<file path="config.mk">
export PLATFORM = sky130hd
export DESIGN_NAME = i2c_txn_arbiter
export DESIGN_NICKNAME = d
export VERILOG_FILES = /design/src/rtl/i2c_txn_arbiter.sv
export SDC_FILE = /design/constraint.sdc
export NUM_CORES = 1
export LEC_CHECK = 0
export ABC_AREA = 1
export BUFFER_PORTS_ARGS = -buffer_cell sky130_fd_sc_hd__buf_4
export CAP_MARGIN = 10
export CORE_UTILIZATION = 45
export CTS_CLUSTER_SIZE = 30
export DETAILED_ROUTE_END_ITERATION = 7
export GPL_TIMING_DRIVEN = 0
export PLACE_DENSITY = 0.72
export SLEW_MARGIN = 20
export SYNTH_ARGS = -nofsm -noshare
export SYNTH_HDL_FRONTEND = slang
export SYNTH_SLANG_ARGS = --single-unit
export TNS_END_PERCENT = 30
</file>
<file path="constraint.sdc">
create_clock -name clk -period 2.4 [get_ports clk]
set_input_delay 0.12 -clock clk [delete_from_list [all_inputs] [get_ports clk]]
set_output_delay 0.12 -clock clk [all_outputs]
set_load 0.02 [all_outputs]
</file>
<file path="src/rtl/i2c_txn_arbiter.sv">
// i2c_txn_arbiter: round-robin arbiter sharing one I2C byte master between N_REQ requesters,
// launching one transaction per grant and aborting it if the bus hangs past TIMEOUT_CYC.
module i2c_txn_arbiter #(
  parameter int N_REQ       = 4,
  parameter int TIMEOUT_CYC = 4096,
  parameter int CNT_W       = 13
) (
  input  logic               clk,
  input  logic               rst,
  input  logic [N_REQ-1:0]   req,
  input  logic [7*N_REQ-1:0] req_addr,
  input  logic [N_REQ-1:0]   req_rw,
  input  logic [8*N_REQ-1:0] req_wdata,
  output logic [N_REQ-1:0]   gnt,
  output logic [N_REQ-1:0]   done,
  output logic               err,
  output logic [7:0]         rdata,
  output logic               m_enable,
  output logic [6:0]         m_addr,
  output logic               m_rw,
  output logic [7:0]         m_wdata,
  input  logic               m_ready,
  input  logic [7:0]         m_rdata
);
  localparam int PW = (N_REQ > 1) ? $clog2(N_REQ) : 1;
  typedef enum logic [2:0] {IDLE, LAUNCH, BUSY, FINISH, DRAIN} state_t;
  state_t           state_q;
  logic [N_REQ-1:0] gnt_q, done_q;
  logic             err_q, m_enable_q, m_rw_q;
  logic [6:0]       m_addr_q;
  logic [7:0]       m_wdata_q, rdata_q;
  logic [PW-1:0]    ptr_q, owner_q, win_d, ptr_d;
  logic [CNT_W-1:0] cnt_q;
  logic             found, timeout;
  int               idx;
  assign timeout  = cnt_q == CNT_W'(TIMEOUT_CYC - 1);
  assign ptr_d    = (owner_q == PW'(N_REQ - 1)) ? '0 : owner_q + 1'b1;
  assign gnt      = gnt_q;
  assign done     = done_q;
  assign err      = err_q;
  assign rdata    = rdata_q;
  assign m_enable = m_enable_q;
  assign m_addr   = m_addr_q;
  assign m_rw     = m_rw_q;
  assign m_wdata  = m_wdata_q;
  // first set request at or above the pointer, wrapping back to 0
  always_comb begin
    win_d = '0;
    found = 1'b0;
    idx   = 0;
    for (int k = 0; k < N_REQ; k++) begin
      idx = (int'(ptr_q) + k) % N_REQ;
      if (!found && req[PW'(idx)]) begin
        win_d = PW'(idx);
        found = 1'b1;
      end
    end
  end
  always_ff @(posedge clk or negedge rst) begin
    if (!rst) begin
      state_q    <= IDLE;
      gnt_q      <= '0;
      done_q     <= '0;
      err_q      <= 1'b0;
      m_enable_q <= 1'b0;
      m_rw_q     <= 1'b0;
      m_addr_q   <= '0;
      m_wdata_q  <= '0;
      rdata_q    <= '0;
      ptr_q      <= '0;
      owner_q    <= '0;
      cnt_q      <= '0;
    end else begin
      done_q <= '0;
      err_q  <= 1'b0;
      case (state_q)
        IDLE: if (m_ready && found) begin
          gnt_q      <= N_REQ'(1) << win_d;
          owner_q    <= win_d;
          m_addr_q   <= req_addr[7*win_d +: 7];
          m_rw_q     <= req_rw[win_d];
          m_wdata_q  <= req_wdata[8*win_d +: 8];
          m_enable_q <= 1'b1;
          cnt_q      <= '0;
          state_q    <= LAUNCH;
        end
        LAUNCH, BUSY: if (timeout) begin
          done_q     <= gnt_q;
          err_q      <= 1'b1;
          gnt_q      <= '0;
          m_enable_q <= 1'b0;
          ptr_q      <= ptr_d;
          state_q    <= DRAIN;
        end else begin
          cnt_q <= cnt_q + 1'b1;
          if (state_q == LAUNCH && !m_ready) begin
            m_enable_q <= 1'b0;
            state_q    <= BUSY;
          end
          if (state_q == BUSY && m_ready) begin
            if (m_rw_q) rdata_q <= m_rdata;
            done_q  <= gnt_q;
            gnt_q   <= '0;
            state_q <= FINISH;
          end
        end
        FINISH: begin
          ptr_q   <= ptr_d;
          state_q <= IDLE;
        end
        DRAIN: if (m_ready) state_q <= IDLE;
        default: state_q <= IDLE;
      endcase
    end
  end
endmodule

</file>
Word-level counts from Yosys, hierarchy flattened. Index checks and enable logic that the tools add are counted.

Register bits: 54. Word-level logic and storage cells: 108. Bits of input ports: 79. Output and inout bits: 34.

Bitwise operators: 1. $lt $le $gt $ge: 5. $add $sub $neg: 5. Reduce and logical (&&, ||, !) cells: 21. $mul: 1. Mux-type cells: 47. Equal/unequal tests: 13. Shift operators: 3.

Operators by type and width (number): 32-bit by 6-bit indexed part select with 8-bit output (1); 28-bit by 6-bit indexed part select with 7-bit output (1); 13-bit two-way mux (2); 13-bit case mux with 2 select lines (1); 4-bit two-way mux (6); 1-bit two-way mux (18); 2-bit by 4-bit less-than comparator with 1-bit output (second input constant) (4); 3-bit two-way mux (5); 13-bit by 1-bit adder with 13-bit output (second input constant) (1); 13-bit by 12-bit equality test with 1-bit output (second input constant) (1); 2-bit two-way mux (6); 3-bit AND reduction (4); 1-bit binary-select mux with 2-bit select (5); 3-bit case mux with 3 select lines (1); 2-bit != test (second input constant) (4); 4-bit case mux with 2 select lines (1); 3-bit by 2-bit equality test with 1-bit output (second input constant) (2); 1-bit logical AND (6); 3-bit != test (second input constant) (2); 3-bit by 2-bit multiplier with 5-bit output (first input constant) (1); 2-bit by 1-bit adder with 2-bit output (second input constant) (2); 2-bit adder (second input constant) (2); 1-bit zero test (4); 4-bit != test (second input constant) (1); other kinds (13) (15).

Longest topological paths before layout. Gate-level depths: netlist of run 1.

Word-level depth: 16. Mapped depth: 17. Mapped depth without buffers: 15.

Worst setup path after synthesis of run 1. No wires, ideal clock.

Path type: reg2reg. From: reg ptr_q[0]. To: reg m_addr_q[0] (netlist: m_addr[0]). Slack: 0.657 ns. Setup time: 0.117 ns. Arrival: 1.627 ns. Path buffers: 2. Required time: 2.283 ns. Clock period less this slack: 1.743 ns. Stages on the path, launching flop included: 15. Cell sequence: dfrtp_1 buf_6 inv_8 nand2_1 nand3_1 nand2_1 nor2_4 nand4_1 nand3_2 inv_2 buf_4 nand2_1 nand2_1 nand2_1 nand2_1.

Longest elaborated chain between the ends: 15. Elaborated cells between the ends (all ways): 33. Those cells by class: add/sub: 3; mul: 1; shift: 1; mux: 20; reduce/logical: 8.

Ends and longest elaborated chain: from (decl) (RTL line 32) `logic [PW-1:0] ptr_q, owner_q, win_d, ptr_d;`; from (signal assigned) (RTL line 92) `ptr_q <= ptr_d;`; from (signal assigned) (RTL line 108) `ptr_q <= ptr_d;`; branches (longest 15 deep; another with 2-bit by 1-bit adder with 2-bit output); to (signal assigned) (RTL line 80) `m_addr_q <= req_addr[7*win_d +: 7];`; to (decl) (RTL line 30) `logic [6:0] m_addr_q;`.

Parallel ways; which one is timed is not known. The select of a mux whose other input is x is not followed. A chain may end at the register's enable or synchronous reset.

Worst setup path after layout of run 1.
From: reg state_q[0]. To: reg m_enable_q (netlist: m_enable).

Longest elaborated chain between the ends: 4. Elaborated cells between the ends (all ways): 10. Those cells by class: eq/ne: 4; mux: 1; reduce/logical: 5.

Ends and longest elaborated chain: from (decl) (RTL line 27) `state_t state_q;`; from (signal assigned) (RTL line 61) `state_q <= IDLE;`; from (signal assigned) (RTL line 85) `state_q <= LAUNCH;`; from (signal assigned) (RTL line 93) `state_q <= DRAIN;`; 3-bit by 1-bit equality test with 1-bit output / 3-bit by 2-bit equality test with 1-bit output (equally long branches) (RTL line 76, 96); 2-bit OR reduction / 1-bit logical AND (equally long branches) (RTL line 76, 96); 3-bit != test (no line) / 2-bit nonzero test (equally long branches); 3-bit AND reduction (no line); to (signal assigned) (RTL line 83) `m_enable_q <= 1'b1;`; to (signal assigned) (RTL line 91) `m_enable_q <= 1'b0;`; to (signal assigned) (RTL line 97) `m_enable_q <= 1'b0;`; to (decl) (RTL line 29) `logic err_q, m_enable_q, m_rw_q;`.

Parallel ways exist; a longest one is shown, timed or not.

==> load_flow_metrics.sql, run 1 <==
INSERT INTO impl_metrics (metric_group, metric, value, unit) VALUES
('yosys', 'synthDistinctLibCells', '37', ''),
('power_and_ir_drop', 'static-leakage-power', '2.483', 'nW'),
('clocking', 'number_of_buffers_added_by_the_clock_tree_synthesis_step', '5', ''),
('place', 'io_buffer_count', '112', ''),
('yosys', 'synth.net_count', '572', ''),
('power_and_ir_drop', 'vdd.ir_drop.worst', '0.7973', 'mV'),
('run', 'max_cap_viol_count', '0', ''),
('die', 'effective_utilization_at_floorplan', '47.24', '%'),
('sta', 'report.final.setup_viol', '0', ''),
('yosys', 'syn_area', '3463', 'um2'),
('grt', 'overall_global_routing_usage', '23.16', '%'),
('place', 'pre_cts_slack', '0.3539', 'ns'),
('critical_path', 'worst-setup-path-type', 'reg2reg', ''),
('clocking', 'cts_setup_buffers', '0', ''),
('power_and_ir_drop', 'p_seq_share', '23.6', '%'),
('yosys', 'library_cell_occupying_the_most_area_in_the_post_synthesis_netlist', 'sky130_fd_sc_hd__dfrtp_1', ''),
('die', 'ios', '113', ''),
('power_and_ir_drop', 'power.density', '1382', 'nW/um2'),
('clocking', 'path_clk_slew', '0.11', 'ns'),
('yosys', 'synth-edff-count', '0', ''),
('sta', 'setup_total_negative_slack', '0', 'ns'),
('clocking', 'h-tree-depth', '2', ''),
('yosys', 'postSynth.asyncResetShare', '100.0', '%'),
('power_and_ir_drop', 'comb_power_share', '67.8', '%'),
('sta', 'final_max_slew_viol_count', '0', ''),
('place', 'finalWeightedCongestion', '0.8709', ''),
('critical_path', 'crit_path_max_fanout', '10', ''),
('grt', 'antenna_found_initial', '0', ''),
('yosys', 'synth.yosys.warnings', '0', ''),
('yosys', 'netlist_instances', '491', ''),
('cells_and_area', 'layout.cells.non_filler', '711', ''),
('grt', 'wire_length_of_the_first_global_routing_pass', '15160', 'um'),
('sta', 'hold_ws', '0.02882', 'ns'),
('cells_and_area', 'antenna_cells_inserted', '0', ''),
('die', 'die_h', '89.73', 'um'),
('die', 'placeableCoreArea', '7331', 'um2'),
('yosys', 'post-synth-top-area-fraction', '39.02', '%'),
('die', 'placement_rows', '31', ''),
('power_and_ir_drop', 'intPower', '0.002975', 'W'),
('yosys', 'flip_flop_and_latch_count_after_synthesis', '54', ''),
('sta', 'worst_clock_skew', '0.007714', 'ns'),
('yosys', 'synth_seq_area_share', '39.02', '%'),
('sta', 'fin_ws', '0.3283', 'ns'),
('cells_and_area', 'final_instance_area', '4532', 'um2'),
('routing', 'vias_per_std_cell', '5.024', ''),
('place', 'numPlacedInstances', '702', ''),
('clocking', 'cts.sink_count', '54', ''),
('cells_and_area', 'area_growth_syn_to_layout', '30.85', '%'),
('run_status', 'result_of_the_run', 'finished clean', ''),
('clocking', 'worst_skew_pair_later_pin_latency', '0.31', 'ns'),
('cells_and_area', 'layout-drive-gt1-share', '28.43', '%'),
('yosys', 'yosys-top-cells-count', 'sky130_fd_sc_hd__nand2_1 (243), sky130_fd_sc_hd__dfrtp_1 (54), sky130_fd_sc_hd__nand4_1 (35)', ''),
('critical_path', 'crit_arrival', '2.27', 'ns'),
('yosys', 'syn-mean-instance-area', '7.054', 'um2'),
('routing', 'wl_per_cell', '13.03', 'um'),
('critical_path', 'critical_path_required', '2.60', 'ns'),
('clocking', 'clk_root_buffer_cell', 'sky130_fd_sc_hd__clkbuf_8', ''),
('sta', 'timing.final.hold_violations', '0', ''),
('grt', 'grt_pass1_vias', '3300', ''),
('sta', 'unrepaired_setup_endpoints_after_global_routing', 'false', ''),
('grt', 'grt_start_max_net_pins', '55', ''),
('sta', 'finalWorstPathRequiredPeriod', '2.072', 'ns'),
('clocking', 'clock_tree.buffer_depth', '2', ''),
('routing', 'number_of_vias_in_the_routed_layout', '3572', ''),
('sta', 'fmax', '482.7', 'MHz'),
('yosys', 'ys_top_cells_by_area', 'sky130_fd_sc_hd__dfrtp_1 (39%), sky130_fd_sc_hd__nand2_1 (26%), sky130_fd_sc_hd__nand4_1 (6.3%)', ''),
('routing', 'detail_route.wirelength', '9262', 'um'),
('routing', 'detailedRoute.firstPassIterationCount', '4', ''),
('place', 'placedInstanceArea', '4428', 'um2'),
('power_and_ir_drop', 'clockPowerShare', '8.6', '%'),
('yosys', 'post-synth-top-count-cell', 'sky130_fd_sc_hd__nand2_1', '');
[area by class of cell]
cell class | count | area (um2)
plain buffers | 20 | 131.4
clock buffers | 5 | 68.82
clock inverters | 3 | 25.02
fillers | 660 | 2799
inverters | 35 | 141.4
multi-input cells | 382 | 1839
flip-flops and latches | 54 | 1351
well taps | 99 | 123.9
repair buffers | 113 | 850.8
[repair_timing]
item / in CTS / in global routing
hold endpoints to repair: 54 / 0
hold buffers: 1 / 0
gates resized for setup: 0 / 0
[sequential cells by signal, indices dropped and copies added, names as in the netlist]
signal    count
done          4
m_wdata       8
m_rw          1
m_addr        7
err           1
gnt           4
rdata         8
state_q       3
ptr_q         2
cnt_q        13
m_enable      1
owner_q       2
[path summary, 6_finish.rpt]
kind	startpoint	to	slack (ns)	cells past startpoint
worst min register to register	m_wdata[7]	m_wdata[7]	0.50	2
worst max register to register	state_q[0]	m_enable	0.33	7
min in group asynchronous	rst	ptr_q[0]	0.36	2
worst min-delay path	m_rdata[6]	rdata[6]	0.03	2
max in group asynchronous	rst	owner_q[1]	1.56	2
worst max-delay path	state_q[0]	m_enable	0.33	7
[per-stage QoR]
step / power, W / utilization, %
5_1_grt: 0.006814 / 61.82
6_report: 0.006263 / 61.82
2_1_floorplan: 0.004471 / -
3_3_place_gp: 0.005621 / 60.40
3_5_place_dp: 0.005703 / 60.40
4_1_cts: 0.006251 / 61.82
[layer usage]
layer / GRT usage [%] / wire length (um) / vias up
met5: 0 / 0 / -
met4: 7.104 / 179 / 0
met3: 4.061 / 653 / 14
met2: 38.65 / 4358 / 139
met1: 30.64 / 4071 / 1601
li1: - / - / 1818
[power groups by stage]
stage	clock network, W	logic [W]	registers, W
CTS	0.000548	0.00422	0.00148
floorplan	0	0.00276	0.00171
global placement	0	0.00414	0.00148
global route	0.000584	0.00471	0.00152
finish	0.000539	0.00424	0.00148
detailed placement	0	0.00422	0.00149
[placed cells by master (no fill, tap or decap), drive strengths merged]
master       instances
a21boi               1
xnor2                1
nand3               22
clkinvlp             1
nor3                 4
nor4                 1
o32ai                2
o21ai               15
ha                   2
buf                130
dlygate4sd3          1
clkinv               2
xor2                 5
a31oi                1
nand2              249
nand3b               1
nor2                27
o31ai                5
dfrtp               54
inv                 35
mux2                 8
nand4               35
clkbuf               7
a21oi                2
o211ai               1
[critical path, stage by stage (launching register included)]
cell and delay, ns:
sky130_fd_sc_hd__dfrtp_1 0.44, sky130_fd_sc_hd__inv_1 0.11, sky130_fd_sc_hd__nand3_1 0.11, sky130_fd_sc_hd__nand2_1 0.13, sky130_fd_sc_hd__clkbuf_1 0.40, sky130_fd_sc_hd__clkinv_1 0.40, sky130_fd_sc_hd__o21ai_0 0.29, sky130_fd_sc_hd__nand2_1 0.08
[cell families after synthesis]
family	count (synthesis)	synth area share (%)
AND/OR/NAND/NOR	339	42.77
buffers and inverters	55	7.876
flip-flops	54	39.02
AO/OA/AOI/OAI	27	5.492
multiplexers	8	2.601
XOR/XNOR	6	1.517
adder cells (fa/ha/maj)	2	0.7224
(Power assumes the default switching activity.)
==> inputs of run 2 (changes only) <==
==> constraint.sdc (replaced) <==
create_clock -name clk -period 2.4 [get_ports clk]
set_input_delay 0.48 -clock clk [delete_from_list [all_inputs] [get_ports clk]]
set_output_delay 0.48 -clock clk [all_outputs]
set_load 0.02 [all_outputs]
==> run 2 against run 1 <==
  * Cell area down 0.22%
  * Largest power group unchanged
  * Global-route usage did not move
  * Cell count decreased by 0.14%
  * Sequential cell count is the same
  * Non-clock buffer count is 1 lower
  * Register-to-register slack improved by 0.02 ns
  * Total power decreased by 0.19%
==> load_flow_metrics.sql, run 2 (synthesis results as in run 1) <==
INSERT INTO impl_metrics (metric_group, metric, value, unit) VALUES
('place', 'pre_cts_slack', '0.2615', 'ns'),
('clocking', 'clock_tree.buffer_depth', '2', ''),
('sta', 'fin_ws', '0.3475', 'ns'),
('worst_hold_path', 'hold_path.class', 'in2async', ''),
('die', 'die_h', '89.73', 'um'),
('grt', 'grt_remaining_overflow', '0', ''),
('clocking', 'cts.sink_count', '54', ''),
('grt', 'wire_length_of_the_first_global_routing_pass', '15160', 'um'),
('critical_path', 'crit_path_max_fanout', '10', ''),
('cells_and_area', 'mostFrequentLayoutCells', 'sky130_fd_sc_hd__nand2_1 (243), sky130_fd_sc_hd__buf_4 (113), sky130_fd_sc_hd__dfrtp_1 (54), sky130_fd_sc_hd__nand4_1 (35), sky130_fd_sc_hd__inv_1 (26)', ''),
('critical_path', 'critical-path-slowest-cell', 'sky130_fd_sc_hd__dfrtp_1', ''),
('die', 'placement_rows', '31', ''),
('critical_path', 'timing.critical_path.from_type', 'flop', ''),
('routing', 'initialDrtViolationCount', '180', ''),
('clocking', 'path_clk_slew', '0.11', 'ns'),
('cells_and_area', 'layout-drive-gt1-share', '28.48', '%'),
('routing', 'wl_per_cell', '13.00', 'um'),
('run', 'max_cap_viol_count', '0', ''),
('clocking', 'clk_root_buffer_cell', 'sky130_fd_sc_hd__clkbuf_8', ''),
('cells_and_area', 'largest_reg_flops', '13', ''),
('sta', 'setup_total_negative_slack', '0', 'ns'),
('critical_path', 'path_common_cell', 'sky130_fd_sc_hd__nand2_1', ''),
('clocking', 'post_cts_resized', '0', ''),
('cells_and_area', 'layout.cells.most_common', 'sky130_fd_sc_hd__nand2_1', ''),
('critical_path', 'r2r-end', 'm_addr[0]', ''),
('cells_and_area', 'area_growth_syn_to_layout', '30.56', '%'),
('cells_and_area', 'filler_cell_count', '661', ''),
('sta', 'final_worst_path_period_share', '85.52', '%'),
('sta', 'worst_tran_pin_value', '0.6651', 'ns'),
('critical_path', 'worst_r2r_path_depth', '16', ''),
('sta', 'report.final.setup_viol', '0', ''),
('power_and_ir_drop', 'power.density', '1382', 'nW/um2'),
('clocking', 'worst_skew_pair_later_pin_latency', '0.31', 'ns'),
('grt', 'overall_global_routing_usage', '23.16', '%'),
('clocking', 'post_cts_hold_buffer_count', '0', ''),
('critical_path', 'worst-setup-path-type', 'reg2reg', ''),
('sta', 'unrepaired_setup_endpoints_after_global_routing', 'false', ''),
('cells_and_area', 'antenna_cells_inserted', '0', ''),
('clocking', 'cts_setup_buffers', '0', ''),
('run_status', 'result_of_the_run', 'finished clean', ''),
('sta', 'final_max_slew_viol_count', '0', ''),
('critical_path', 'worst_path_largest_cell_delay', '0.39', 'ns'),
('cells_and_area', 'nets', '691', ''),
('routing', 'number_of_vias_in_the_routed_layout', '3550', ''),
('routing', 'detailedRoute.firstPassIterationCount', '4', ''),
('sta', 'fmax', '487.2', 'MHz'),
('critical_path', 'crit_arrival', '2.27', 'ns'),
('grt', 'antenna_found_initial', '0', ''),
('die', 'effective_utilization_at_floorplan', '47.24', '%'),
('sta', 'worst_clock_skew', '0.007515', 'ns'),
('clocking', 'h-tree-depth', '2', ''),
('critical_path', 'path_cells', 'buf_6 -> inv_8 -> nand2_1 -> nand3_1 -> nand2_1 -> inv_1 -> nand2_1 -> nand2_2 -> nand3_4 -> buf_6 -> nand2_1 -> nand2_1 -> nand2_1 -> nand2_1 -> nand2_1 -> nand2_1', ''),
('place', 'dp_hpwl', '7129', 'um'),
('clocking', 'number_of_buffers_added_by_the_clock_tree_synthesis_step', '5', ''),
('critical_path', 'worst_setup_path_end_kind', 'flop', ''),
('place', 'io_buffer_count', '112', ''),
('critical_path', 'rrSetupSlack', '0.35', 'ns'),
('routing', 'vias_per_std_cell', '5.000', ''),
('routing', 'drt.antenna.violating_nets', '0', ''),
('die', 'die_w', '89.73', 'um'),
('die', 'ios', '113', ''),
('clocking', 'cts_tree', 'done', ''),
('cells_and_area', 'layout.cells.non_filler', '710', ''),
('die', 'placeableCoreArea', '7331', 'um2'),
('routing', 'drt_drc_violations_left', '0', ''),
('place', 'numPlacedInstances', '702', ''),
('power_and_ir_drop', 'static-leakage-power', '2.479', 'nW'),
('grt', 'grt_start_max_net_pins', '55', ''),
('die', 'floorplan.die_area', '8051', 'um2'),
('routing', 'detail_route.wirelength', '9229', 'um'),
('critical_path', 'timing.rr.start', 'ptr_q[0]', ''),
('cells_and_area', 'regMostFlops', 'cnt_q', ''),
('power_and_ir_drop', 'vdd.ir_drop.worst', '0.7939', 'mV'),
('grt', 'grt_pass1_vias', '3300', ''),
('sta', 'timing.max_slew.rel_slack', '55.66', '%'),
('sta', 'finalWorstPathRequiredPeriod', '2.052', 'ns'),
('place', 'finalWeightedCongestion', '0.8709', ''),
('cells_and_area', 'final_core_util', '61.68', '%'),
('sta', 'timing.final.hold_violations', '0', ''),
('critical_path', 'critical_path_required', '2.61', 'ns');
## run 2: cell count changes in the layout (fill, tap and decap cells not counted)
| cell | previous run | this run |
|---|---|---|
| sky130_fd_sc_hd__dlygate4sd3_1 | 1 | 0 |
## run 2: power by group
part / switching (W) / total (W) / leakage (nW) / internal (W)
logic: 0.00271 / 0.00423 / 1.73 / 0.00152
registers: 0.000243 / 0.00148 / 0.704 / 0.00124
clock network: 0.000327 / 0.000539 / 0.0447 / 0.000212
total: 0.00328 / 0.00625 / 2.48 / 0.00297
## run 2: cell type report
| cell class | instances | area, um2 | share of cell area [%] |
|---|---|---|---|
| Buffer | 20 | 131.4 | 2.905 |
| Clock buffer | 5 | 68.82 | 1.522 |
| Clock inverter | 3 | 25.02 | 0.5534 |
| Inverter | 35 | 141.4 | 3.127 |
| Multi-Input combinational cell | 382 | 1839 | 40.68 |
| Sequential cell | 54 | 1351 | 29.88 |
| Tap cell | 99 | 123.9 | 2.739 |
| Timing Repair Buffer | 112 | 840.8 | 18.59 |
## run 2: per-layer routing
metal	vias up	GRT usage [%]	part of all wire, %	routed length (um)
met4	0	7.104	1.9	179
met3	14	4.061	7.3	675
met1	1589	30.64	44	4043
met2	134	38.65	47	4330
li1	1813	-	-	-
met5	-	0	0	0
## run 2: worst max-delay path, delay by kind of cell, from the launching register on
kind                   cells  cell delay, ns
flip-flops                 1            0.39
AND/OR/NAND/NOR           12            1.06
buffers and inverters      4            0.52
## run 2: worst max path at each step
stage / startpoint / endpoint / slack, ns / cells after the start
floorplan: ptr_q[0] / m_addr[0] / 0.66 / 14
global placement: req[3] / m_addr[0] / 0.30 / 16
detailed placement: req[3] / m_addr[0] / 0.26 / 16
CTS: ptr_q[0] / m_addr[0] / 0.34 / 16
global route: ptr_q[0] / m_addr[0] / 0.13 / 15
finish: ptr_q[0] / m_addr[0] / 0.35 / 16
## run 2: per-stage QoR
stage          hold slack [ns]  power [W]  area [um2]
4_1_cts                 0.2238   0.006249        4522
6_report                0.1816   0.006251        4522
3_5_place_dp            0.4697   0.005703        4428
5_1_grt                 0.2393   0.006813        4522
3_3_place_gp            0.4647   0.005621        4428
2_1_floorplan           0.1844   0.004471        3463
